[src/rtl/uart_pkg.sv]
// Shared definitions for the framed UART transmitter: FSM/probe encoding, parity modes
// and bit-time helper.
package uart_pkg;

    typedef enum logic [3:0] {
        StIdle   = 4'd0,
        StStart  = 4'd1,
        StData   = 4'd2,
        StParity = 4'd3,
        StStop   = 4'd4,
        StBreak  = 4'd5
    } uart_state_e;

    localparam int unsigned PARITY_NONE = 0;
    localparam int unsigned PARITY_ODD  = 1;
    localparam int unsigned PARITY_EVEN = 2;

    function automatic int unsigned calc_bit_time(input int unsigned sys_clk_hz,
                                                  input int unsigned baud);
        return sys_clk_hz / baud;
    endfunction

endpackage

[src/rtl/uart_tx_fifo.sv]
// Synchronous FIFO buffering words between the host handshake and the TX shifter.
// DEPTH must be a power of two so the pointers wrap for free.
module uart_tx_fifo #(
    parameter int unsigned WIDTH = 8,
    parameter int unsigned DEPTH = 4
) (
    input  logic                     clk,
    input  logic                     rst_n,
    input  logic                     i_push,
    input  logic [WIDTH-1:0]         i_data,
    input  logic                     i_pop,
    output logic [WIDTH-1:0]         o_data,
    output logic [$clog2(DEPTH):0]   o_level,
    output logic                     o_full,
    output logic                     o_empty
);

    localparam int unsigned AW = $clog2(DEPTH);
    localparam logic [AW:0] FULL_LEVEL = (AW + 1)'(DEPTH);

    logic [WIDTH-1:0] r_mem [DEPTH];
    logic [AW-1:0]    r_wptr;
    logic [AW-1:0]    r_rptr;
    logic [AW:0]      r_level;
    logic             w_push;
    logic             w_pop;

    assign w_push  = i_push && !o_full;
    assign w_pop   = i_pop && !o_empty;
    assign o_full  = (r_level == FULL_LEVEL);
    assign o_empty = (r_level == '0);
    assign o_level = r_level;
    assign o_data  = r_mem[r_rptr];

    always_ff @(posedge clk or negedge rst_n) begin
        if (!rst_n) begin
            r_wptr  <= '0;
            r_rptr  <= '0;
            r_level <= '0;
        end else begin
            if (w_push) begin
                r_wptr <= r_wptr + 1'b1;
            end
            if (w_pop) begin
                r_rptr <= r_rptr + 1'b1;
            end
            case ({w_push, w_pop})
                2'b10:   r_level <= r_level + 1'b1;
                2'b01:   r_level <= r_level - 1'b1;
                default: r_level <= r_level;
            endcase
        end
    end

    // Storage needs no reset: the pointers define what is valid.
    always_ff @(posedge clk) begin
        if (w_push) begin
            r_mem[r_wptr] <= i_data;
        end
    end

endmodule

[src/rtl/uart_tx_frame.sv]
// Configurable-format UART transmitter with a valid/ready input FIFO.
// Optional line-break generation is enabled by defining UART_TX_BREAK_EN.
module uart_tx_frame
    import uart_pkg::*;
#(
    parameter int unsigned SYS_CLOCK_FREQUENCY = 50000000,
    parameter int unsigned BAUD_RATE           = 115200,
    parameter int unsigned DATA_BITS           = 8,
    parameter int unsigned PARITY              = 0,
    parameter int unsigned STOP_BITS           = 1,
    parameter int unsigned FIFO_DEPTH          = 4
) (
    input  logic                          clk,
    input  logic                          rst_n,
    input  logic [DATA_BITS-1:0]          data,
    input  logic                          valid,
    output logic                          ready,
`ifdef UART_TX_BREAK_EN
    input  logic                          break_req,
`endif
    output logic                          TX,
    output logic                          busy,
    output logic [$clog2(FIFO_DEPTH):0]   fifo_level,
    output logic [3:0]                    probe
);

    localparam int unsigned BIT_TIME = calc_bit_time(SYS_CLOCK_FREQUENCY, BAUD_RATE);
    localparam int unsigned TW       = $clog2(BIT_TIME);
    localparam int unsigned IW       = 4;

    localparam logic [TW-1:0] TIMER_MAX = TW'(BIT_TIME - 1);
    localparam logic [IW-1:0] LAST_DATA = IW'(DATA_BITS - 1);
    localparam logic [IW-1:0] LAST_STOP = IW'(STOP_BITS - 1);
`ifdef UART_TX_BREAK_EN
    localparam logic [IW-1:0] BRK_LAST  = IW'(DATA_BITS + 2);
    localparam logic [IW-1:0] BRK_DONE  = IW'(DATA_BITS + 3);
`endif

    uart_state_e          r_state;
    uart_state_e          w_state_next;
    logic [TW-1:0]        r_timer;
    logic [TW-1:0]        w_timer_next;
    logic [IW-1:0]        r_idx;
    logic [IW-1:0]        w_idx_next;
    logic [DATA_BITS-1:0] r_shift;
    logic [DATA_BITS-1:0] w_shift_next;
    logic                 r_parity;
    logic                 w_parity_next;
    logic                 r_tx;
    logic                 w_tx_next;
`ifdef UART_TX_BREAK_EN
    logic                 r_hold;
    logic                 w_hold_next;
`endif

    logic                 w_tick;
    logic                 w_load;
    logic                 w_push;
    logic                 w_full;
    logic                 w_empty;
    logic                 w_par_bit;
    logic [DATA_BITS-1:0] w_fifo_data;

    assign ready  = !w_full;
    assign w_push = valid && !w_full;

    uart_tx_fifo #(
        .WIDTH (DATA_BITS),
        .DEPTH (FIFO_DEPTH)
    ) u_fifo (
        .clk     (clk),
        .rst_n   (rst_n),
        .i_push  (w_push),
        .i_data  (data),
        .i_pop   (w_load),
        .o_data  (w_fifo_data),
        .o_level (fifo_level),
        .o_full  (w_full),
        .o_empty (w_empty)
    );

    assign w_tick    = (r_timer == TIMER_MAX);
    assign w_par_bit = (PARITY == PARITY_ODD) ? ~(^w_fifo_data) : (^w_fifo_data);

    always_comb begin
        w_state_next  = r_state;
        w_timer_next  = w_tick ? '0 : r_timer + 1'b1;
        w_idx_next    = r_idx;
        w_shift_next  = r_shift;
        w_parity_next = r_parity;
        w_load        = 1'b0;
        w_tx_next     = 1'b1;
`ifdef UART_TX_BREAK_EN
        w_hold_next   = r_hold;
`endif
        case (r_state)
            StIdle: begin
                w_timer_next = '0;
`ifdef UART_TX_BREAK_EN
                // Post-break guard: line stays high one full bit time.
                if (r_hold && !w_tick) begin
                    w_timer_next = r_timer + 1'b1;
                end else begin
                    w_hold_next = 1'b0;
                    if (break_req) begin
                        w_state_next = StBreak;
                        w_idx_next   = '0;
                    end else begin
                        w_load = !w_empty;
                    end
                end
`else
                w_load = !w_empty;
`endif
            end
            StStart: begin
                if (w_tick) begin
                    w_state_next = StData;
                    w_idx_next   = '0;
                end
            end
            StData: begin
                if (w_tick) begin
                    w_shift_next = r_shift >> 1;
                    if (r_idx == LAST_DATA) begin
                        w_idx_next   = '0;
                        w_state_next = (PARITY != PARITY_NONE) ? StParity : StStop;
                    end else begin
                        w_idx_next = r_idx + 1'b1;
                    end
                end
            end
            StParity: begin
                if (w_tick) begin
                    w_state_next = StStop;
                    w_idx_next   = '0;
                end
            end
            StStop: begin
                if (w_tick) begin
                    if (r_idx == LAST_STOP) begin
                        w_idx_next   = '0;
                        w_state_next = StIdle;
`ifdef UART_TX_BREAK_EN
                        // A pending break wins over the next queued frame.
                        w_load = !w_empty && !break_req;
`else
                        w_load = !w_empty;
`endif
                    end else begin
                        w_idx_next = r_idx + 1'b1;
                    end
                end
            end
`ifdef UART_TX_BREAK_EN
            StBreak: begin
                if (w_tick && (r_idx != BRK_DONE)) begin
                    w_idx_next = r_idx + 1'b1;
                end
                if (!break_req && ((r_idx == BRK_DONE) || (w_tick && (r_idx == BRK_LAST)))) begin
                    w_state_next = StIdle;
                    w_idx_next   = '0;
                    w_timer_next = '0;
                    w_hold_next  = 1'b1;
                end
            end
`endif
            default: begin
                w_state_next = StIdle;
                w_timer_next = '0;
                w_idx_next   = '0;
            end
        endcase

        if (w_load) begin
            w_state_next  = StStart;
            w_timer_next  = '0;
            w_idx_next    = '0;
            w_shift_next  = w_fifo_data;
            w_parity_next = w_par_bit;
        end

        case (w_state_next)
            StStart:  w_tx_next = 1'b0;
            StData:   w_tx_next = w_shift_next[0];
            StParity: w_tx_next = w_parity_next;
`ifdef UART_TX_BREAK_EN
            StBreak:  w_tx_next = 1'b0;
`endif
            default:  w_tx_next = 1'b1;
        endcase
    end

    always_ff @(posedge clk or negedge rst_n) begin
        if (!rst_n) begin
            r_state  <= StIdle;
            r_timer  <= '0;
            r_idx    <= '0;
            r_shift  <= '0;
            r_parity <= 1'b0;
            r_tx     <= 1'b1;
`ifdef UART_TX_BREAK_EN
            r_hold   <= 1'b0;
`endif
        end else begin
            r_state  <= w_state_next;
            r_timer  <= w_timer_next;
            r_idx    <= w_idx_next;
            r_shift  <= w_shift_next;
            r_parity <= w_parity_next;
            r_tx     <= w_tx_next;
`ifdef UART_TX_BREAK_EN
            r_hold   <= w_hold_next;
`endif
        end
    end

    assign TX    = r_tx;
    assign busy  = (r_state != StIdle) || !w_empty;
    assign probe = r_state;

endmodule

[config.mk]
export PLATFORM = sky130hd
export DESIGN_NAME = uart_tx_frame
export DESIGN_NICKNAME = d
export VERILOG_FILES = /design/src/rtl/uart_pkg.sv /design/src/rtl/uart_tx_fifo.sv /design/src/rtl/uart_tx_frame.sv
export SDC_FILE = /design/constraint.sdc
export NUM_CORES = 1
export LEC_CHECK = 0
export CAP_MARGIN = 20
export CORE_UTILIZATION = 63
export DETAILED_ROUTE_END_ITERATION = 8
export PLACE_DENSITY_LB_ADDON = 0.3
export SLEW_MARGIN = 20
export SYNTH_ARGS = -nofsm -noshare
export SYNTH_HDL_FRONTEND = slang
export SYNTH_HIERARCHICAL = 1
export SYNTH_SLANG_ARGS = --single-unit
[constraint.sdc]
create_clock -name clk -period 6.4 [get_ports clk]
set_input_delay 0.96 -clock clk [delete_from_list [all_inputs] [get_ports clk]]
set_output_delay 0.96 -clock clk [all_outputs]
set_load 0.05 [all_outputs]
==> results of run 1 <==
==> sequential cells by signal (all words and copies together) (netlist names) <==
| register | flops |
|---|---|
| r_idx | 4 |
| u_fifo/r_rptr | 2 |
| probe | 4 |
| u_fifo/r_wptr | 2 |
| r_shift | 8 |
| r_parity | 1 |
| TX | 1 |
| r_timer | 9 |
| u_fifo/o_level | 3 |
| u_fifo/r_mem | 32 |
==> cells in the mapped netlist (3+ instances only) <==
library cell,number,share of area [%]
o21ai_0,8,1.3
nor2b_1,3,0.61
mux4_2,8,5.9
and3_1,3,0.61
or3_1,3,0.61
and2_2,4,0.98
clkbuf_1,3,0.37
ha_1,9,3.7
nand2_1,9,1.1
a22o_1,6,1.7
edfxtp_1,32,31
xor2_1,5,1.4
inv_1,14,1.7
nor3_1,3,0.49
nand3_1,4,0.65
dfrtp_1,33,27
nor2_1,13,1.6
a21o_1,7,1.7
nand2b_1,3,0.61
a21oi_1,5,0.81
xnor2_1,13,3.7
==> stage by stage <==
stage / setup WS (ns) / instances / hold slack [ns]
after floorplan: 3.02 / 224 / 0.444
after global placement: 2.70 / 294 / 0.458
after detailed placement: 2.61 / 294 / 0.471
after CTS: 2.60 / 310 / 0.487
after global routing: 2.43 / 310 / 0.503
final: 2.59 / 310 / 0.485
==> metal layers <==
| metal | global-route usage (%) | vias to the layer above | part of all wire (%) |
|---|---|---|---|
| met3 | 7.88 | 10 | 3.9 |
| met2 | 36.1 | 38 | 50 |
| li1 | - | 876 | - |
| met1 | 29.3 | 926 | 44 |
| met5 | 0 | - | 0 |
| met4 | 9.80 | 0 | 2.0 |
==> worst max-delay path by stage <==
stage	to	slack [ns]
2_1_floorplan	u_fifo/o_level[2]	3.02
3_3_place_gp	u_fifo/o_level[2]	2.70
3_5_place_dp	u_fifo/o_level[2]	2.61
4_1_cts	u_fifo/o_level[2]	2.60
5_1_grt	u_fifo/o_level[2]	2.43
6_report	u_fifo/o_level[2]	2.59
==> final cells by class <==
cell class | instances | area (sq um)
Sequential cell | 66 | 1810
Fill cell | 300 | 1190
Multi-Input combinational cell | 138 | 1180
Timing Repair Buffer | 22 | 215
Clock buffer | 10 | 138
Tap cell | 54 | 67.6
Inverter | 14 | 52.6
Clock inverter | 6 | 42.5
==> power breakdown <==
group	internal (W)	total, W	switching, W	leakage [nW]
registers	0.000555	0.000642	0.0000870	0.726
logic	0.000274	0.000555	0.000281	0.563
clock network	0.000151	0.000308	0.000157	0.0882
==> kinds of logic after synthesis <==
group / after synthesis / synth area share, %
multiplexers: 12 / 7.54
XOR/XNOR: 18 / 5.13
buffers and inverters: 20 / 2.65
AO/OA/AOI/OAI: 40 / 10.3
other: 1 / 0.122
adder cells (fa/ha/maj): 10 / 4.32
flip-flops: 66 / 59.0
AND/OR/NAND/NOR: 57 / 10.9
==> critical path, cell delays in order (launching register included) <==
cell and delay, ns:
dfrtp_1 0.41, or4b_1 0.66, or3b_4 0.46, a2111oi_4 0.87
o31a_2 0.32, ha_1 0.18, inv_1 0.06, fa_1 0.37
xor2_1 0.15, nor2_1 0.11, xor2_1 0.15
==> impl_metrics.csv, run 1 <==
group,metric,value,unit
pwr,p_total,0.00151,W
clocking,ctsHoldBuffers,0,
sta,post-route-period-util,59.6,%
grt,grt_overflow_total,0,
yosys,syn_avg_cell_area,13.7,sq um
worst_hold_path,hold_class,"reg -> reg",
worst_hold_path,hold_path_depth,1,
grt,grt_pass1_vias,1872,
sta,max_freq,262,MHz
cells_and_area,final_common_cell,"dfrtp_1",
grt,grt_usage,22.9,%
grt,grt_pass1_wl,8600,um
clocking,clkSinkCount,66,
pwr,ir_drop,0.275,mV
setup_path,cp-startpoint,"r_timer[2]",
cells_and_area,final_cell_mix,"33 x dfrtp_1, 32 x edfxtp_1, 20 x clkdlybuf4s50_1, 14 x inv_1",
worst_hold_path,min_from,"r_shift[4]",
setup_path,r2r-end,"u_fifo/o_level[2]",
yosys,syn_inst,224,
setup_path,crit_path_end_kind,"register",
yosys,async_flop_share,51.5,%
job,drv_cap,0,
yosys,ys_ff_latch,66,
clocking,cts_buffer_depth,2,
grt,antenna_found_initial,0,
floorplanning,initial_core_util,65.4,%
pwr,p_leak,1.38,nW
routing,first_pass_iters,4,
clocking,cts.root.buffer_cell,"clkbuf_8",
routing,wirelength,5080,um
floorplanning,fp.dieH,71.8,um
sta,tightestPinTransition,0.919,ns
yosys,synth.distinct_cells,50,
sta,rsz0062_at_grt,"no",
placed_design,routabilityCongestion,0.809,
floorplanning,die_area,0.00516,sq mm
routing,viasPerCell,5.97,
clocking,cts_tree,"built",
setup_path,r2r_cells,10,
sta,drv_slew,0,
floorplanning,pin_count,21,
clocking,cts_buffers,9,
yosys,synth_nets,245,
sta,finalSetupViolCount,0,
routing,post_drt_wl_per_cell,16.4,um
setup_path,critical_path_peak_fanout,16,
cells_and_area,utilization,74.7,%
routing,drcViolationCount,0,
floorplanning,die_x,71.8,um
clocking,post_cts_buffers,0,
sta,finalHoldViolCount,0,
sta,skew,0.00973,ns
cells_and_area,fin_nets,272,
setup_path,ff2ff_setup_slack,2.59,ns
grt,grt_max_degree,35,
clocking,clkLatencyLatePin,0.34,ns
placed_design,dpl.hpwl,3610,um
yosys,syn_area,0.00307,sq mm
cells_and_area,diodes,0,
yosys,synth_edf_count,32,
routing,drt-initial-drc-count,83,
setup_path,crit_type,"reg -> reg",
setup_path,crit_arrival,4.08,ns
setup_path,r2r-start,"r_timer[2]",
placed_design,port-buffer-count,20,
pwr,cellPowerDensity,429,mW/mm^2
floorplanning,coreArea,0.00469,sq mm
placed_design,placed_cell_area,0.00332,sq mm
cells_and_area,drive_gt1_share,16.4,%
cells_and_area,final_area,0.00350,sq mm
yosys,yosysSeqAreaShare,59.0,%
routing,vias,1850,
outcome,status,"complete, no violations",
yosys,ys.flop_type,"dfrtp_1",
sta,relSlewSlack,38.7,%
yosys,yosysWarnings,6,
setup_path,start_kind,"register",
cells_and_area,area_delta_synth_final,14.1,%
sta,fin_tns_setup,0,ns
routing,postRouteAntennaNets,0,
setup_path,required,6.66,ns
clocking,htreeDepth,3,
clocking,cts.clk_slew.worst_paths,0.07,ns
floorplanning,rows,25,
clocking,cts_resized,0,
worst_hold_path,min_to,"r_shift[4]",
sta,fin_crit,3.81,ns
No activity file was read; power rests on OpenSTA's default activity.
==> run 2, diff against run 1 <==
--- a/config.mk
+++ b/config.mk
@@ -6,7 +6,7 @@
 export NUM_CORES = 1
 export LEC_CHECK = 0
 export CAP_MARGIN = 20
-export CORE_UTILIZATION = 63
+export CORE_UTILIZATION = 58
 export DETAILED_ROUTE_END_ITERATION = 8
 export PLACE_DENSITY_LB_ADDON = 0.3
 export SLEW_MARGIN = 20
==> constraint.sdc (replaced) <==
create_clock -name clk -period 3.8 [get_ports clk]
set_input_delay 0.57 -clock clk [delete_from_list [all_inputs] [get_ports clk]]
set_output_delay 0.57 -clock clk [all_outputs]
set_load 0.05 [all_outputs]
==> impl_metrics.csv, run 2 (synthesis gave the netlist of run 1 again) <==
group,metric,value,unit
outcome,status,"complete, no violations",
grt,grt_pass1_vias,1797,
cells_and_area,final_area,0.00356,sq mm
clocking,ctsHoldBuffers,0,
grt,grt_pass1_wl,8300,um
sta,finalSetupViolCount,0,
clocking,cts_tree,"built",
grt,antenna_found_initial,0,
clocking,cts_buffers,9,
setup_path,crit_path_end_kind,"register",
sta,post-route-period-util,85.4,%
floorplanning,die_area,0.00559,sq mm
cells_and_area,fin_nets,274,
routing,vias,1823,
cells_and_area,utilization,69.6,%
clocking,cts_buffer_depth,2,
floorplanning,fp.dieH,74.8,um
cells_and_area,drive_gt1_share,16.3,%
sta,relSlewSlack,61.4,%
worst_hold_path,hold_path_depth,1,
grt,grt_overflow_total,0,
grt,grt_usage,21.1,%
clocking,htreeDepth,3,
cells_and_area,final_cell_mix,"33 x dfrtp_1, 32 x edfxtp_1, 20 x clkdlybuf4s50_1, 14 x inv_1",
setup_path,r2r_cells,10,
setup_path,r2r-start,"r_timer[2]",
clocking,clkSinkCount,66,
cells_and_area,top_register,"u_fifo/r_mem",
grt,grt_max_degree,35,
setup_path,start_kind,"register",
sta,fin_tns_setup,0,ns
routing,viasPerCell,5.56,
routing,post_drt_wl_per_cell,15.5,um
placed_design,routabilityCongestion,0.870,
setup_path,r2r-end,"u_fifo/o_level[2]",
placed_design,placed_cell_area,0.00336,sq mm
sta,finalHoldViolCount,0,
cells_and_area,final_common_cell,"dfrtp_1",
worst_hold_path,min_from,"r_shift[1]",
routing,wirelength,5070,um
clocking,clkLatencyLatePin,0.34,ns
routing,drt-initial-drc-count,73,
cells_and_area,diodes,0,
clocking,post_cts_buffers,0,
cells_and_area,largest_reg_flops,32,
pwr,p_leak,1.40,nW
floorplanning,rows,26,
worst_hold_path,min_to,"r_shift[1]",
floorplanning,coreArea,0.00511,sq mm
setup_path,critical_path_peak_fanout,7,
routing,drcViolationCount,0,
cells_and_area,top_regs,"u_fifo/r_mem: 32 flops, r_timer: 9 flops, r_shift: 8 flops",
pwr,ir_drop,0.445,mV
sta,rsz0062_at_grt,"no",
sta,max_freq,308,MHz
routing,postRouteAntennaNets,0,
sta,drv_slew,0,
placed_design,port-buffer-count,20,
job,drv_cap,0,
setup_path,crit_arrival,3.51,ns
setup_path,ff2ff_setup_slack,0.56,ns
placed_design,dpl.hpwl,3500,um
sta,skew,0.0118,ns
sta,tightestPinTransition,0.579,ns
floorplanning,initial_core_util,60.1,%
clocking,cts.root.buffer_cell,"clkbuf_8",
floorplanning,pin_count,21,
setup_path,crit_type,"reg -> reg",
routing,first_pass_iters,4,
worst_hold_path,hold_class,"reg -> reg",
setup_path,required,4.06,ns
sta,fin_crit,3.24,ns
clocking,cts.clk_slew.worst_paths,0.08,ns
cells_and_area,area_delta_synth_final,15.8,%
clocking,cts_resized,0,
floorplanning,die_x,74.8,um
pwr,cellPowerDensity,731,mW/mm^2
## run 2: per-stage QoR
step	std cells	setup WS (ns)	hold WS [ns]	total power, W
floorplan	224	0.416	0.274	0.00182
global placement	312	0.639	0.459	0.00202
detailed placement	312	0.576	0.471	0.00205
CTS	328	0.550	0.485	0.00263
global route	328	0.342	0.504	0.00276
finish	328	0.556	0.479	0.00260
## run 2: layout make-up
cell class	instances	area, sq um
fillers	377	1550
clock buffers	12	145
multi-input cells	138	1180
inverters	14	52.6
well taps	70	87.6
flip-flops and latches	66	1810
clock inverters	4	51.3
repair buffers	24	230
## run 2: routing by layer
layer	vias up	track usage [%]	routed length, um
li1	878	-	-
met1	888	26.2	2190
met2	47	33.6	2610
met3	10	5.62	205
met4	0	11.9	65
met5	-	0	0
## run 2: critical path: stages, from the launching register on
cell       delay (ns)
dfrtp_1          0.42
or4b_1           0.66
or3b_4           0.46
a2111oi_4        0.37
o31a_2           0.24
ha_1             0.18
inv_1            0.06
fa_1             0.37
xor2_1           0.15
nor2_1           0.11
xor2_1           0.15
## run 2: power by group
group          switching [W]  internal, W
clock               0.000254     0.000321
combinational       0.000481     0.000468
sequential          0.000142     0.000935
## run 2: how the worst max path moves through the flow
stage,end,start,slack (ns),cells after the start
2_1_floorplan,u_fifo/o_level[2],r_timer[2],0.42,12
3_3_place_gp,u_fifo/o_level[2],r_timer[2],0.64,10
3_5_place_dp,u_fifo/o_level[2],r_timer[3],0.58,10
4_1_cts,u_fifo/o_level[2],r_timer[2],0.55,10
5_1_grt,u_fifo/o_level[2],r_timer[3],0.34,10
6_report,u_fifo/o_level[2],r_timer[2],0.56,10
